--- src/rtl/prng_pkg.sv ---
// Shared constants and helpers for the PRNG bank: LFSR taps per word width and the
// Galois step function used by every lane.
package prng_pkg;

  localparam logic [63:0] TAP_W16 = 64'h0000_0000_0000_B400;
  localparam logic [63:0] TAP_W32 = 64'h0000_0000_8020_0003;
  localparam logic [63:0] TAP_W64 = 64'hD800_0000_0000_0000;
  localparam int unsigned CNT_W   = 16;

  function automatic logic [63:0] tap_for(input int unsigned width);
    case (width)
      16:      return TAP_W16;
      32:      return TAP_W32;
      64:      return TAP_W64;
      default: return 64'd0;
    endcase
  endfunction

  // Galois right-shift step; callers pass the state zero-extended to 64 bits
  function automatic logic [63:0] next_state(input logic [63:0] s, input logic [63:0] tap);
    return (s >> 1) ^ (s[0] ? tap : 64'd0);
  endfunction

  function automatic int unsigned sel_w(input int unsigned n);
    return (n > 1) ? $clog2(n) : 1;
  endfunction

endpackage

--- src/rtl/prng_lane.sv ---
// One generator channel: LFSR state, draw counter, valid strobe and output word.
// Optional per-lane output mask when PRNG_MASK_EN is defined.
module prng_lane
  import prng_pkg::*;
#(
  parameter int unsigned      WIDTH    = 32,
  parameter logic [WIDTH-1:0] RST_SEED = '1,
  parameter logic [WIDTH-1:0] DEF_SEED = '1,
  parameter logic [WIDTH-1:0] TAP      = '0
) (
  input  logic             clk,
  input  logic             rst_n,
  input  logic             req_i,
  input  logic             seed_we_i,
  input  logic [WIDTH-1:0] seed_i,
`ifdef PRNG_MASK_EN
  input  logic             mask_we_i,
  input  logic [WIDTH-1:0] mask_i,
`endif
  output logic [WIDTH-1:0] rnd_o,
  output logic             valid_o,
  output logic [CNT_W-1:0] cnt_o
);

  logic [WIDTH-1:0] r_state;
  logic [WIDTH-1:0] w_next;
  logic [WIDTH-1:0] w_seed;
  logic [WIDTH-1:0] w_rnd;

`ifdef PRNG_MASK_EN
  logic [WIDTH-1:0] r_mask;

  always_ff @(posedge clk or negedge rst_n) begin
    if (!rst_n)         r_mask <= '1;
    else if (mask_we_i) r_mask <= mask_i;
  end
`endif

  // All-zero state would lock the LFSR, so a zero seed falls back to the default
  always_comb begin
    w_next = WIDTH'(next_state(64'(r_state), 64'(TAP)));
    w_seed = (seed_i == '0) ? DEF_SEED : seed_i;
`ifdef PRNG_MASK_EN
    w_rnd  = w_next & r_mask;
`else
    w_rnd  = w_next;
`endif
  end

  // Seed write has priority over a draw in the same cycle
  always_ff @(posedge clk or negedge rst_n) begin
    if (!rst_n) begin
      r_state <= RST_SEED;
      rnd_o   <= '0;
      valid_o <= 1'b0;
      cnt_o   <= '0;
    end else begin
      valid_o <= 1'b0;
      if (seed_we_i) begin
        r_state <= w_seed;
        cnt_o   <= '0;
      end else if (req_i) begin
        r_state <= w_next;
        rnd_o   <= w_rnd;
        valid_o <= 1'b1;
        cnt_o   <= cnt_o + CNT_W'(1);
      end
    end
  end

endmodule

--- src/rtl/prng_bank.sv ---
// Bank of NUM_CH independent Galois-LFSR generators with per-channel seeding.
// Define PRNG_MASK_EN to add per-channel output masks (mask_we_i / mask_i).
module prng_bank
  import prng_pkg::*;
#(
  parameter int unsigned NUM_CH       = 4,
  parameter int unsigned WIDTH        = 32,
  parameter logic [31:0] DEFAULT_SEED = 32'h0000_ACE1
) (
  input  logic                      clk,
  input  logic                      rst_n,
  input  logic [NUM_CH-1:0]         req_i,
  input  logic                      seed_we_i,
  input  logic [sel_w(NUM_CH)-1:0]  seed_ch_i,
  input  logic [WIDTH-1:0]          seed_i,
`ifdef PRNG_MASK_EN
  input  logic                      mask_we_i,
  input  logic [WIDTH-1:0]          mask_i,
`endif
  output logic [NUM_CH*WIDTH-1:0]   rnd_o,
  output logic [NUM_CH-1:0]         valid_o,
  output logic [NUM_CH*CNT_W-1:0]   cnt_o
);

  localparam int unsigned      SEL_W = sel_w(NUM_CH);
  localparam logic [WIDTH-1:0] TAP   = WIDTH'(tap_for(WIDTH));
  localparam logic [WIDTH-1:0] DSEED = WIDTH'(DEFAULT_SEED);

  if (WIDTH != 16 && WIDTH != 32 && WIDTH != 64) begin : g_bad_width
    $error("prng_bank: WIDTH must be 16, 32 or 64");
  end
  if (NUM_CH < 1 || NUM_CH > 16) begin : g_bad_num_ch
    $error("prng_bank: NUM_CH must be in 1..16");
  end

  logic [NUM_CH-1:0] w_sel;

  // Out-of-range channel selects match no lane and are dropped
  for (genvar k = 0; k < NUM_CH; k++) begin : g_ch
    localparam logic [WIDTH-1:0] XSEED = DSEED ^ WIDTH'(k);
    localparam logic [WIDTH-1:0] RSEED = (XSEED == '0) ? DSEED : XSEED;

    assign w_sel[k] = (seed_ch_i == SEL_W'(k));

    prng_lane #(
      .WIDTH    (WIDTH),
      .RST_SEED (RSEED),
      .DEF_SEED (DSEED),
      .TAP      (TAP)
    ) u_lane (
      .clk       (clk),
      .rst_n     (rst_n),
      .req_i     (req_i[k]),
      .seed_we_i (seed_we_i & w_sel[k]),
      .seed_i    (seed_i),
`ifdef PRNG_MASK_EN
      .mask_we_i (mask_we_i & w_sel[k]),
      .mask_i    (mask_i),
`endif
      .rnd_o     (rnd_o[k*WIDTH +: WIDTH]),
      .valid_o   (valid_o[k]),
      .cnt_o     (cnt_o[k*CNT_W +: CNT_W])
    );
  end

endmodule

--- config.mk ---
export PLATFORM = sky130hd
export DESIGN_NAME = prng_bank
export DESIGN_NICKNAME = d
export VERILOG_FILES = /design/src/rtl/prng_pkg.sv /design/src/rtl/prng_lane.sv /design/src/rtl/prng_bank.sv
export SDC_FILE = /design/constraint.sdc
export NUM_CORES = 1
export LEC_CHECK = 0
export BUFFER_PORTS_ARGS = -buffer_cell sky130_fd_sc_hd__buf_2
export CAP_MARGIN = 20
export CELL_PAD_IN_SITES_DETAIL_PLACEMENT = 0
export CELL_PAD_IN_SITES_GLOBAL_PLACEMENT = 1
export CORE_ASPECT_RATIO = 1.1
export CORE_MARGIN = 4
export CORE_UTILIZATION = 45
export CTS_BUF_LIST = sky130_fd_sc_hd__clkbuf_16
export DETAILED_ROUTE_END_ITERATION = 16
export HOLD_SLACK_MARGIN = 0.08
export PLACE_DENSITY = 0.83
export SYNTH_ARGS = -nofsm -noshare
export SYNTH_HDL_FRONTEND = slang
export SYNTH_SLANG_ARGS = --single-unit
--- constraint.sdc ---
create_clock -name clk -period 1.9 [get_ports clk]
set_input_delay 0.19 -clock clk [delete_from_list [all_inputs] [get_ports clk]]
set_output_delay 0.19 -clock clk [all_outputs]
set_load 0.05 [all_outputs]
==> results.py, run 1 <==
metrics = {
    "synthesis": {
        "synth-simple-area-share_pct": 10.6,
        "synth-main-ff-cell": "dfrtp_1",
        "synth_edf_count": 0,
        "synth_xor_area_share_pct": 3.68,
        "syn_inst": 1215,
        "synth.mux.area_fraction_pct": 18.1,
        "synth_top_family_by_area": "multiplexers",
        "syn_area_per_cell_um2": 11.8,
        "synth_compound_area_share_pct": 6.96,
        "synth_seq_cells": 324,
        "ys_seq_area_share_pct": 57.0,
        "ys_types": 47,
        "synth_fa_ha_area_share_pct": 0.350,
        "synth_nets": 1260,
        "ys_async_sr_fraction_pct": 100,
        "yosys_warnings": 0,
        "synthesis.area_um2": 14300,
    },
    "floorplan": {
        "die_x_um": 178,
        "rows": 68,
        "die_area_um2": 34700,
        "ioPinCount": 237,
        "initial_core_util_pct": 45.5,
        "core_area_um2": 31400,
        "die_y_um": 195,
    },
    "sta": {
        "period_share_pct": 95.3,
        "tns_ps": 0,
        "maxSlewHeadroom_pct": 28.2,
        "rsz0062_at_grt": "false",
        "finClkSkew_ps": 10.5,
        "slew_violations": 0,
        "setup_violations": 0,
        "tightestPinTransition_ps": 1070,
        "max_freq_ghz": 0.552,
        "whs_ps": 95.1,
        "period_minus_slack_ps": 1810,
        "finalHoldViolations": 0,
    },
    "power": {
        "ir_worst_vdd_mv": 0.837,
        "p_per_area_nw_per_um2": 1540,
        "leakagePower_nw": 8.18,
    },
    "drt": {
        "dr.pass1.iters": 4,
        "wl_mm": 38.6,
        "via_per_inst": 5.28,
        "antenna_left": 0,
        "vias": 10200,
        "drt_iter0_markers": 741,
        "drc": 0,
        "wire_per_inst_um": 20.0,
    },
    "clock_network": {
        "clock_latency_ps": 510,
        "numCtsBuffers": 36,
        "cts_max_level": 2,
        "clkTransAtPathRegs_ps": 60,
        "root_buffer": "clkbuf_16",
        "cts_tree": "yes",
        "clk_path_buf_depth": 3,
        "cts_sinks": 324,
    },
    "setup_path": {
        "worstPathCellList": "buf_2, nor4_1, nand4_1, buf_4, or2_1, buf_4, a22oi_1",
        "cp-start-kind": "input pin",
        "crit_family": "simple AND/OR/NAND/NOR gates",
        "r2r_end": "g_ch[1].u_lane.cnt_o[10]$_DFFE_PN0P_",
        "reg2reg_from": "g_ch[1].u_lane.cnt_o[0]$_DFFE_PN0P_",
        "cp_slowest_cell": "nor4_1",
        "end_kind": "register",
        "cp.buffers_inverters": 3,
        "path_depth": 7,
        "r2r_cells": 5,
        "crit_required_ps": 2310,
        "critPathKind": "in -> reg",
        "startpoint": "seed_i[9]",
        "endpoint": "g_ch[0].u_lane.r_state[6]$_DFFE_PN1P_",
        "crit_top_cell": "buf_4",
        "crit_arrival_ps": 2230,
        "cp_max_fo": 18,
        "reg2reg_slack_ps": 270,
        "max_stage_delay_ps": 900,
    },
    "final_layout": {
        "nNetsFinal": 1529,
        "area_growth_pct": 21.8,
        "stdcell_count": 1929,
        "diodes": 0,
        "drive_above_1_share_pct": 33.3,
    },
    "run_status": {
        "status": "finished, final reports clean",
    },
    "hold_path": {
        "hp-class": "in -> reg",
        "min_path_cells": 4,
    },
    "place": {
        "io_buffers": 236,
        "routabilityCongestion": 0.829,
        "dp_hpwl_mm": 27.5,
        "placed_cells": 1852,
    },
    "global_routing": {
        "grt_overflow_total": 0,
        "grt_pass1_wl_mm": 59.5,
        "antenna_found_initial": 0,
        "grt_max_degree": 65,
        "grt_pass1_vias": 10100,
        "grt.total_usage_pct": 22.1,
    },
    "flow_run": {
        "maxCapViolations": 0,
    },
}
==> sequential cells by signal, indices dropped and copies added (netlist names) <==
| name | count |
|---|---|
| g_ch.u_lane.valid_o | 4 |
| g_ch.u_lane.rnd_o | 128 |
| g_ch.u_lane.r_state | 128 |
| g_ch.u_lane.cnt_o | 64 |
==> report_power, final <==
group          leakage (nW)  switching [mW]  internal, mW  total, mW
combinational          3.70            6.60          2.84       9.44
clock                 0.581            2.68          3.78       6.45
sequential             3.90            1.73          9.19       10.9
==> timing repair <==
action | in CTS | in global routing
setup buffers | 0 | 0
gates resized for setup | 0 | 1
setup endpoints to repair | 0 | 3
endpoints found under the hold margin | 137 | 0
hold buffers | 14 | 0
==> worst min-delay path by stage <==
stage,start,to,slack [ps]
after CTS,req_i[2],g_ch[2].u_lane.cnt_o[0]$_DFFE_PN0P_,80
after global placement,rst_n,g_ch[3].u_lane.cnt_o[3]$_DFFE_PN0P_,180
final,seed_i[12],g_ch[2].u_lane.r_state[12]$_DFFE_PN0P_,100
after global routing,seed_i[12],g_ch[0].u_lane.r_state[12]$_DFFE_PN0P_,90
after detailed placement,rst_n,g_ch[3].u_lane.cnt_o[3]$_DFFE_PN0P_,180
after floorplan,rst_n,g_ch[0].u_lane.cnt_o[0]$_DFFE_PN0P_,-110
==> cell families after synthesis <==
kind of cell | Yosys count
buffers and inverters | 87
AO/OA/AOI/OAI | 178
AND/OR/NAND/NOR | 326
adder cells (fa/ha/maj) | 4
flip-flops | 324
XOR/XNOR | 60
multiplexers | 236
==> cells in the final DEF, fill, tap and decap left out, types with 4 or more instances in the layout <==
master,instances
dfrtp_1,292
buf_2,235
nand2_1,123
mux2i_1,120
o21ai_0,105
nor2_1,104
mux2_2,93
buf_4,48
clkbuf_16,37
xnor2_1,36
a21oi_1,33
a22oi_1,32
dfstp_2,32
xor2_1,24
inv_1,21
nand4_1,21
mux2_4,20
nor4_1,15
dlygate4sd3_1,14
nand3_1,12
buf_12,12
or3_1,11
nor3_1,9
and3_1,5
clkinv_1,5
clkinv_2,5
ha_1,4
==> cells in the mapped netlist (3+ instances only) <==
cell type	count	share of area, %
nand2_2	3	0.13
nor2_1	105	2.8
dfrtp_1	292	51
buf_1	4	0.11
nand4_1	21	0.92
dfstp_2	32	5.9
clkbuf_1	30	0.79
mux2_1	3	0.24
buf_6	6	0.47
mux2i_1	120	8.4
a21oi_1	33	1.2
nand3_1	12	0.42
or3_1	11	0.48
and3_1	6	0.26
xnor2_1	36	2.2
a22oi_1	32	1.7
nor3_1	9	0.32
nor4_1	16	0.70
mux2_4	20	2.1
ha_1	4	0.35
mux2_2	93	7.3
buf_2	27	0.95
xor2_1	24	1.5
o21ai_0	105	3.7
buf_4	10	0.53
inv_1	8	0.21
nand2_1	123	3.2
==> routing by layer <==
| metal | up-vias | wire (um) | share of wire, % | track usage, % |
|---|---|---|---|---|
| met4 | 0 | 1360 | 3.5 | 7.59 |
| li1 | 4782 | - | - | - |
| met5 | - | 0 | 0 | 0 |
| met2 | 281 | 18000 | 47 | 34.6 |
| met1 | 5056 | 16500 | 43 | 30.1 |
| met3 | 60 | 2730 | 7.1 | 5.43 |
==> final cells by class <==
| cell class | count | area, um^2 |
|---|---|---|
| Tap cell | 420 | 526 |
| Clock inverter | 26 | 160 |
| Inverter | 8 | 30.0 |
| Sequential cell | 324 | 8150 |
| Fill cell | 2735 | 14000 |
| Timing Repair Buffer | 310 | 1930 |
| Clock buffer | 37 | 926 |
| Multi-Input combinational cell | 804 | 5690 |
==> tightest hold or removal path, cell delays in order <==
cell     delay (ps)
buf_2           100
buf_4           160
nand2_1          50
o21ai_0          60
==> metrics by stage <==
step | utilization [%] | power, mW | instance area, um^2 | setup slack, ps
final | 55.5 | 26.8 | 17400 | 89.4
after global placement | 51.5 | 20.3 | 16200 | -424
after CTS | 55.4 | 27.1 | 17400 | 44.7
after detailed placement | 51.5 | 20.5 | 16200 | -399
after global routing | 55.5 | 28.2 | 17400 | 77.4
after floorplan | - | 17.7 | 14300 | 30.2
No activity file was read; power rests on OpenSTA's default activity.
==> run 2, diff against run 1 <==
- CAP_MARGIN: 20 -> default
- CORE_MARGIN: 4 -> 2
==> run 2 against run 1 <==
Net effect: clock-buffer cell count unchanged; total power is 0.84% higher; clock skew is 6.3 ps higher; die area is 4.3% lower; sequential share of layout area decreased by 0.14 points; final cell count grew 0.10%; global-route usage grew 1.1 points; fmax shrank 2.2%; clock power increased by 3%; critical path type unchanged; critical endpoint is now g_ch[3].u_lane.r_state[7]$_DFFE_PN1P_.
==> results.py, run 2 (synthesized netlist as in run 1, its figures left out) <==
metrics = {
    "sta": {
        "rsz0062_at_grt": "false",
        "setup_violations": 0,
        "finClkSkew_ps": 16.8,
        "finalHoldViolations": 0,
        "period_minus_slack_ps": 1850,
        "tns_ps": 0,
        "worst_slack_ps": 47.8,
        "max_freq_ghz": 0.540,
        "slew_violations": 0,
        "period_share_pct": 97.5,
        "tightestPinTransition_ps": 634,
        "whs_ps": 97.8,
        "maxSlewHeadroom_pct": 57.8,
    },
    "clock_network": {
        "numCtsBuffers": 36,
        "clkTransAtPathRegs_ps": 60,
        "cts.repair.resized": 0,
        "clock_latency_ps": 520,
        "hold_buffers": 17,
        "cts_tree": "yes",
        "root_buffer": "clkbuf_16",
        "cts_sinks": 324,
        "cts_max_level": 2,
        "clk_path_buf_depth": 3,
        "post-cts-setup-buffer-count": 0,
    },
    "setup_path": {
        "worstPathCellList": "dlygate4sd3_1, buf_2, nor4_1, nand4_1, or2_1, buf_12, a22oi_1",
        "crit_required_ps": 2330,
        "max_stage_delay_ps": 560,
        "crit_arrival_ps": 2280,
        "end_kind": "register",
        "cp-start-kind": "input pin",
        "critPathKind": "in -> reg",
        "reg2reg_slack_ps": 250,
        "cp_max_fo": 32,
        "crit_family": "buffers and inverters",
        "cp.buffers_inverters": 3,
        "reg2reg_from": "g_ch[1].u_lane.cnt_o[0]$_DFFE_PN0P_",
        "cp_slowest_cell": "dlygate4sd3_1",
        "r2r_end": "g_ch[1].u_lane.cnt_o[10]$_DFFE_PN0P_",
        "r2r_cells": 5,
    },
    "place": {
        "io_buffers": 236,
        "routabilityCongestion": 0.811,
        "place_ws_ps": 139,
        "dp_hpwl_mm": 26.3,
    },
    "global_routing": {
        "grt_overflow_total": 0,
        "grt_max_degree": 63,
        "grt_pass1_vias": 10200,
        "antenna_found_initial": 1,
        "grt_pass1_wl_mm": 59.9,
        "grt.total_usage_pct": 23.2,
    },
    "drt": {
        "dr_wl_met2_mm": 18.1,
        "antenna_left": 0,
        "wire_per_inst_um": 19.9,
        "drt-met1-wl_mm": 16.7,
        "drt_iter0_markers": 617,
        "drc": 0,
        "wl_mm": 38.4,
        "via_per_inst": 5.30,
        "vias": 10200,
        "route.met3.wl_mm": 2.42,
        "dr.max_layer_used": "met5",
        "dr.pass1.iters": 6,
    },
    "power": {
        "switching_share_pct": 41.0,
        "p_seq_share_pct": 40.4,
        "ir_worst_vdd_mv": 0.861,
        "leakagePower_nw": 8.21,
        "p_per_area_nw_per_um2": 1550,
        "clkPwrFrac_pct": 24.5,
        "p_int_mw": 16.0,
        "p_sw_mw": 11.1,
        "comb_power_share_pct": 35.1,
    },
    "final_layout": {
        "drive_above_1_share_pct": 33.2,
        "mostFrequentLayoutCells": "292 x dfrtp_1, 235 x buf_2, 123 x nand2_1",
        "area_growth_pct": 22.2,
        "multi_input_area_um2": 5680,
        "fillers": 2791,
        "diodes": 0,
        "layout.cells.most_common": "dfrtp_1",
        "nNetsFinal": 1530,
        "seq_area_um2": 8150,
        "top_regs": "g_ch.u_lane.r_state: 128 flops, g_ch.u_lane.rnd_o: 128 flops, g_ch.u_lane.cnt_o: 64 flops",
    },
    "hold_path": {
        "hp-class": "in -> reg",
        "min_to": "g_ch[2].u_lane.r_state[12]$_DFFE_PN0P_",
        "min-delay-start": "seed_i[12]",
        "min_path_cells": 4,
    },
    "floorplan": {
        "die_y_um": 191,
        "initial_core_util_pct": 45.6,
        "rows": 68,
        "die_area_um2": 33200,
        "die_x_um": 174,
        "core_area_um2": 31300,
        "ioPinCount": 237,
    },
    "run_status": {
        "status": "finished, final reports clean",
    },
    "flow_run": {
        "maxCapViolations": 0,
    },
}
run 2: worst max path at each step:
stage / cells after the start / startpoint / slack, ps / to
floorplan: 5 / g_ch[1].u_lane.cnt_o[0]$_DFFE_PN0P_ / 30 / g_ch[1].u_lane.cnt_o[10]$_DFFE_PN0P_
global route: 7 / seed_i[19] / 0.3 / g_ch[0].u_lane.r_state[6]$_DFFE_PN1P_
detailed placement: 6 / seed_i[19] / 140 / g_ch[3].u_lane.r_state[7]$_DFFE_PN1P_
finish: 7 / seed_i[19] / 50 / g_ch[3].u_lane.r_state[7]$_DFFE_PN1P_
global placement: 6 / seed_i[19] / 60 / g_ch[3].u_lane.r_state[0]$_DFFE_PN0P_
CTS: 7 / seed_i[19] / 80 / g_ch[1].u_lane.r_state[6]$_DFFE_PN1P_
run 2: cell type report:
type | count | share of cell area, %
clock inverters | 27 | 1.10
multi-input cells | 804 | 32.5
clock buffers | 37 | 5.30
repair buffers | 311 | 11.2
inverters | 8 | 0.172
flip-flops and latches | 324 | 46.7
well taps | 420 | 3.01
run 2: metrics by stage:
step | std cells | power (mW) | utilization [%] | area, um^2
final | 1931 | 27.0 | 55.8 | 17500
after global routing | 1931 | 28.4 | 55.8 | 17500
after CTS | 1931 | 27.3 | 55.8 | 17500
after floorplan | 1215 | 17.7 | - | 14300
after global placement | 1850 | 20.3 | 51.7 | 16200
after detailed placement | 1850 | 20.5 | 51.7 | 16200
run 2: power groups by stage:
stage | Sequential [mW] | Combinational [mW] | Clock [mW]
5_1_grt | 11.2 | 10.1 | 7.10
3_3_place_gp | 11.0 | 9.37 | 0
6_report | 10.9 | 9.48 | 6.63
3_5_place_dp | 11.0 | 9.50 | 0
2_1_floorplan | 14.8 | 2.89 | 0
4_1_cts | 10.9 | 9.56 | 6.79
run 2: worst min-delay path: cells and delay by family:
kind | cells | cell delay [ps]
AO/OA/AOI/OAI | 1 | 70
AND/OR/NAND/NOR | 1 | 50
buffers and inverters | 2 | 260
run 2: layer usage:
layer	global-route usage, %	up-vias
li1	-	4782
met1	31.7	5082
met2	37.3	306
met3	5.01	57
met4	7.40	2
met5	0	-
